<file path="src/rtl/result_uart_tx.sv">
// Captures a p_N-bit result and sends it as uppercase ASCII hex plus CR LF over 8N1 UART.
// Acceptance drops txd on the accept edge; requests while busy are ignored.
module result_uart_tx #(
  parameter int clk_freq       = 50000000,
  parameter int uart_baud_rate = 57600,
  parameter int p_N            = 16
) (
  input  logic           clk,
  input  logic           rst,
  input  logic [p_N-1:0] i_data,
  input  logic           i_send,
  output logic           o_busy,
  output logic           o_done,
  output logic           uart_txd
);

  localparam int DIV = clk_freq / uart_baud_rate;
  localparam int ND  = p_N / 4;
  localparam int BW  = (DIV > 2) ? $clog2(DIV) : 1;
  localparam int CW  = $clog2(ND + 2);

  localparam logic [BW-1:0] BAUD_LAST = BW'(DIV - 1);
  localparam logic [CW-1:0] CHAR_CR   = CW'(ND);
  localparam logic [CW-1:0] CHAR_LAST = CW'(ND + 1);

  localparam logic [1:0] S_IDLE  = 2'd0;
  localparam logic [1:0] S_START = 2'd1;
  localparam logic [1:0] S_DATA  = 2'd2;
  localparam logic [1:0] S_STOP  = 2'd3;

  if (DIV < 2 || (p_N % 4) != 0) begin : g_bad_param
    $error("result_uart_tx: illegal parameters (DIV=%0d, p_N=%0d)", DIV, p_N);
  end

  logic [1:0]     state;
  logic [BW-1:0]  baud_cnt;
  logic [2:0]     bit_idx;
  logic [CW-1:0]  char_idx;
  logic [p_N-1:0] shadow;
  logic [3:0]     nib;
  logic [7:0]     char_byte;

  // Character under transmission: hex digits MSB nibble first, then CR, then LF.
  always_comb begin
    nib = 4'h0;
    for (int i = 0; i < ND; i++) begin
      if (char_idx == CW'(i)) nib = shadow[(ND-1-i)*4 +: 4];
    end
    if (char_idx < CHAR_CR)
      char_byte = (nib < 4'd10) ? (8'h30 + {4'h0, nib}) : (8'h37 + {4'h0, nib});
    else if (char_idx == CHAR_CR)
      char_byte = 8'h0D;
    else
      char_byte = 8'h0A;
  end

  always_ff @(posedge clk) begin
    if (!rst) begin
      state    <= S_IDLE;
      baud_cnt <= '0;
      bit_idx  <= '0;
      char_idx <= '0;
      shadow   <= '0;
      uart_txd <= 1'b1;
      o_busy   <= 1'b0;
      o_done   <= 1'b0;
    end else begin
      o_done <= 1'b0;
      if (state == S_IDLE) begin
        if (i_send) begin
          shadow   <= i_data;
          state    <= S_START;
          o_busy   <= 1'b1;
          uart_txd <= 1'b0;
          baud_cnt <= '0;
          bit_idx  <= '0;
          char_idx <= '0;
        end
      end else if (baud_cnt != BAUD_LAST) begin
        baud_cnt <= baud_cnt + 1'b1;
      end else begin
        // Bit boundary: txd is loaded with the next bit on this edge.
        baud_cnt <= '0;
        case (state)
          S_START: begin
            state    <= S_DATA;
            bit_idx  <= '0;
            uart_txd <= char_byte[0];
          end
          S_DATA: begin
            if (bit_idx == 3'd7) begin
              state    <= S_STOP;
              uart_txd <= 1'b1;
            end else begin
              bit_idx  <= bit_idx + 3'd1;
              uart_txd <= char_byte[3'(bit_idx + 3'd1)];
            end
          end
          S_STOP: begin
            if (char_idx == CHAR_LAST) begin
              state    <= S_IDLE;
              char_idx <= '0;
              o_busy   <= 1'b0;
              o_done   <= 1'b1;
            end else begin
              char_idx <= char_idx + 1'b1;
              state    <= S_START;
              uart_txd <= 1'b0;
            end
          end
          default: state <= S_IDLE;
        endcase
      end
    end
  end

endmodule

</file>
<file path="config.mk">
export PLATFORM = sky130hd
export DESIGN_NAME = result_uart_tx
export DESIGN_NICKNAME = d
export VERILOG_FILES = /design/src/rtl/result_uart_tx.sv
export SDC_FILE = /design/constraint.sdc
export NUM_CORES = 1
export LEC_CHECK = 0
export ABC_AREA = 1
export BUFFER_PORTS_ARGS = -buffer_cell sky130_fd_sc_hd__buf_4
export CAP_MARGIN = 0
export CORE_MARGIN = 3
export CORE_UTILIZATION = 58
export CTS_CLUSTER_DIAMETER = 80
export DETAILED_ROUTE_END_ITERATION = 10
export PLACE_DENSITY = 0.81
export SYNTH_ARGS = -nofsm -noshare
export SYNTH_HDL_FRONTEND = slang
export SYNTH_SLANG_ARGS = --single-unit
export TNS_END_PERCENT = 30
</file>
<file path="constraint.sdc">
create_clock -name clk -period 2.9 [get_ports clk]
set_clock_uncertainty 0.2 [all_clocks]
set_input_delay 0.87 -clock clk [delete_from_list [all_inputs] [get_ports clk]]
set_output_delay 0.87 -clock clk [all_outputs]
set_load 0.02 [all_outputs]
</file>
==> metrics.md <==
| Metric | Value |
|---|---|
| Routed vias | 1947 |
| CP most frequent cell | inv_1 |
| Core Area | 3203 um^2 |
| Initial antenna violation count | 0 |
| Horiz. Die Dim | 65.50 um |
| Grt met1 use | 30.61% |
| R2r setup slk | 0.54 ns |
| Post-CTS Setup Repair Bufs | 0 |
| Pin count of the biggest net entering global routing | 26 |
| Crit path kind | reg -> reg |
| Antenna Violating Nets Remaining | 0 |
| Slew Viols, Final | 0 |
| GR Layer Usage met3 | 5.128% |
| Worst-path maximum fanout | 7 |
| Placed insts | 362 |
| Pre-CTS WS | 0.4388 ns |
| Synthesized area per cell | 6.776 um^2 |
| Fin cells | 370 |
| FF-to-FF Start | state[0] |
| Period utilization | 81.22% |
| Clk root buf | clkbuf_4 |
| Hold-fix buffers, CTS | 0 |
| Slew headroom | 62.25% |
| Mux cell area share after synthesis | 0% |
| Fraction of layout cells with a size suffix above 1 | 14.72% |
| Hold path depth | 2 |
| Crit path cell chain | inv_1 -> ha_1 -> inv_1 -> nor2_1 -> inv_1 -> nand2_1 -> nor2_1 -> inv_1 -> a21oi_1 -> a211oi_1 |
| Routed wire length | 4314 um |
| RSZ-0062 raised after global routing | no |
| Cells after synthesis | 303 |
| Main combinational cell family by area after synthesis | simple AND/OR/NAND/NOR gates |
| Power Density | 955.4 nW/um^2 |
| GRT Max-Usage Layer | met2 |
| Status | finished, final reports clean |
| Critical Path Start Type | flop |
| Synth cell types | 32 |
| Detail Placement HPWL | 3220 um |
| Area Overhead vs Synth | 14.08% |
| First-pass GRT wire length | 7555 um |
| WL/cell | 11.66 um |
| Worst R2R Path Depth | 10 |
| Post-synthesis xor/xnor area fraction | 1.280% |
| Slew @ Worst Pin | 0.5620 ns |
| Synth warnings | 0 |
| Post-cts gate resize count | 0 |
| CP peak stage delay | 0.41 ns |
| Cell area after synthesis | 2053 um^2 |
| Number of hold violations in the final report | 0 |
| Starting density of the core | 64.10% |
| Compound-gate portion of the synthesized area | 17.43% |
| Final core occ | 73.13% |
| CTS tree | yes |
| Synthesized flop and latch total | 37 |
| Crit path DAT | 2.43 ns |
| Grt ovf | 0 |
| DRC errors left | 0 |
| Clock Path Buffers | 2 |
| Core Rows | 20 |
| Post-synthesis simple-gate area fraction | 32.11% |
| Port Buf Inserts | 21 |
| Router iterations before antenna repair | 4 |
| Final setup fails | 0 |
| RR Endpoint | char_idx[0] |
| Placer congestion estimate | 0.8618 |
| Post-route cell area | 2342 um^2 |
| Worst-path clk slew | 0.11 ns |
| Post-Synth Adder-Cell Area | 4.875% |
| Number of global-route vias before repair | 1703 |
| Via/cell ratio | 5.262 |
| Fmax | 0.4246 GHz |
| IO Pins | 22 |
| Global Route Usage Sum | 22.41% |
| Clk Latency, worst-skew pair | 0.34 ns |
| Met2 usage | 35.02% |
| Sink Count | 37 |
| Hold path start | o_busy |
| Die area | 4290 um^2 |
| Setup ws final | 0.5446 ns |
| DRT iter0 DRCs | 95 |
| Cell Area, Placed | 2240 um^2 |
| ANT cells | 0 |
| Tmin final | 2.355 ns |
| Slowest CP cell | nor2_1 |
| Sequential area share after synthesis | 36.08% |
| Syn_nets | 330 |
| Setup total negative slack | 0 ns |
| Final #Nets | 352 |
| Pleak | 0.001018 uW |
| CP Capture Type | flop |
| Max VDD drop | 0.4326 mV |
| H-tree level count | 2 |
| Hold WC Path Type | reg -> reg |
| Worst Hold Path EP | o_busy |
| Die H | 65.50 um |
| Max_cap viols | 0 |
| Num CTS Buffers | 5 |
| WP data required | 2.97 ns |
[cells by family (layout without fill, tap and decap cells)]
group | Yosys count | count (layout)
adder cells (fa/ha/maj) | 8 | 8
buffers and inverters | 43 | 66
AND/OR/NAND/NOR | 150 | 150
AO/OA/AOI/OAI | 62 | 62
XOR/XNOR | 3 | 3
flip-flops | 37 | 37
[cell type report]
| cell class | instances | area, um^2 |
|---|---|---|
| Fill cell | 276 | 860.8 |
| Tap cell | 44 | 55.05 |
| Inverter | 36 | 135.1 |
| Timing Repair Buffer | 22 | 165.2 |
| Multi-Input combinational cell | 223 | 1144 |
| Clock buffer | 5 | 37.54 |
| Sequential cell | 37 | 740.7 |
| Clock inverter | 3 | 65.06 |
[worst max-delay path by stage]
stage,endpoint,slack [ns],start
2_1_floorplan,uart_txd,0.78,char_idx[2]
6_report,char_idx[0],0.54,state[0]
3_5_place_dp,char_idx[0],0.44,i_send
5_1_grt,char_idx[0],0.30,state[0]
4_1_cts,char_idx[0],0.55,state[0]
3_3_place_gp,char_idx[0],0.47,i_send
[cell usage after synthesis (all sizes together)]
cell type   n  area [um^2]
nand2      70        272.8
buf         2        15.01
nand3      16        107.6
clkbuf      5        18.77
o21a        1        7.510
xnor2       1        8.760
nand4       7        50.05
a21boi      1        7.510
xor2        2        17.52
a211oi      4        30.03
ha          8        100.1
o221a       1        11.26
nor4        2        12.51
a221oi      2        17.52
o22ai       3        18.77
nor2       49        186.4
o21ai      29        148.9
a2bb2oi     1        8.760
a21oi      20        107.6
nor3        6        30.03
dfxtp      37        740.7
inv        36        135.1
[critical path: cells and delay by family, from the launching register on]
kind | cells | cell delay (ns)
buf+inv | 4 | 0.58
compound gates | 2 | 0.21
fa+ha+maj | 1 | 0.28
simple gates | 3 | 0.68
flops | 1 | 0.35
[placed cells by master (no fill, tap or decap), types with 2 or more instances in the layout]
cell type  Yosys  layout
o21ai_0       27      27
nand3_1       12      12
buf_4          0      22
nor3_1         6       6
inv_2          4       4
nand2_2        4       4
inv_1         32      32
ha_1           8       8
a21oi_1       18      18
nor2_1        48      48
a221oi_1       2       2
xor2_1         2       2
nand2_1       66      66
bufinv_16      0       2
a21oi_2        2       2
clkbuf_4       0       5
nor4_1         2       2
nand4_1        6       6
a211oi_1       4       4
o22ai_1        3       3
nand3_2        3       3
dfxtp_1       37      37
[stage by stage]
| stage | power (uW) | hold slack [ns] |
|---|---|---|
| after floorplan | 1572 | 0.2246 |
| after global placement | 1783 | 0.2539 |
| after detailed placement | 1792 | 0.2521 |
| after CTS | 2238 | 0.2684 |
| after global routing | 2445 | 0.2946 |
| final | 2238 | 0.2683 |
[power by group]
group / switching, uW / internal (uW) / leakage (uW)
sequential: 86.0 / 617 / 0.000304
clock: 173 / 267 / 0.0000552
combinational: 716 / 379 / 0.000660
total: 975 / 1260 / 0.00102
[routing by layer]
layer  wire [um]  vias up
met5           0        -
met4          51        0
met3         174        7
met2        1901       33
met1        2187      870
li1            -     1037
[sequential cells by signal, summed over array words and instances, names as in the netlist]
register / count
baud_cnt: 10
bit_idx: 3
char_idx: 3
o_busy: 1
o_done: 1
shadow: 16
state: 2
uart_txd: 1
Note: power is estimated with default switching activity, not from simulation.
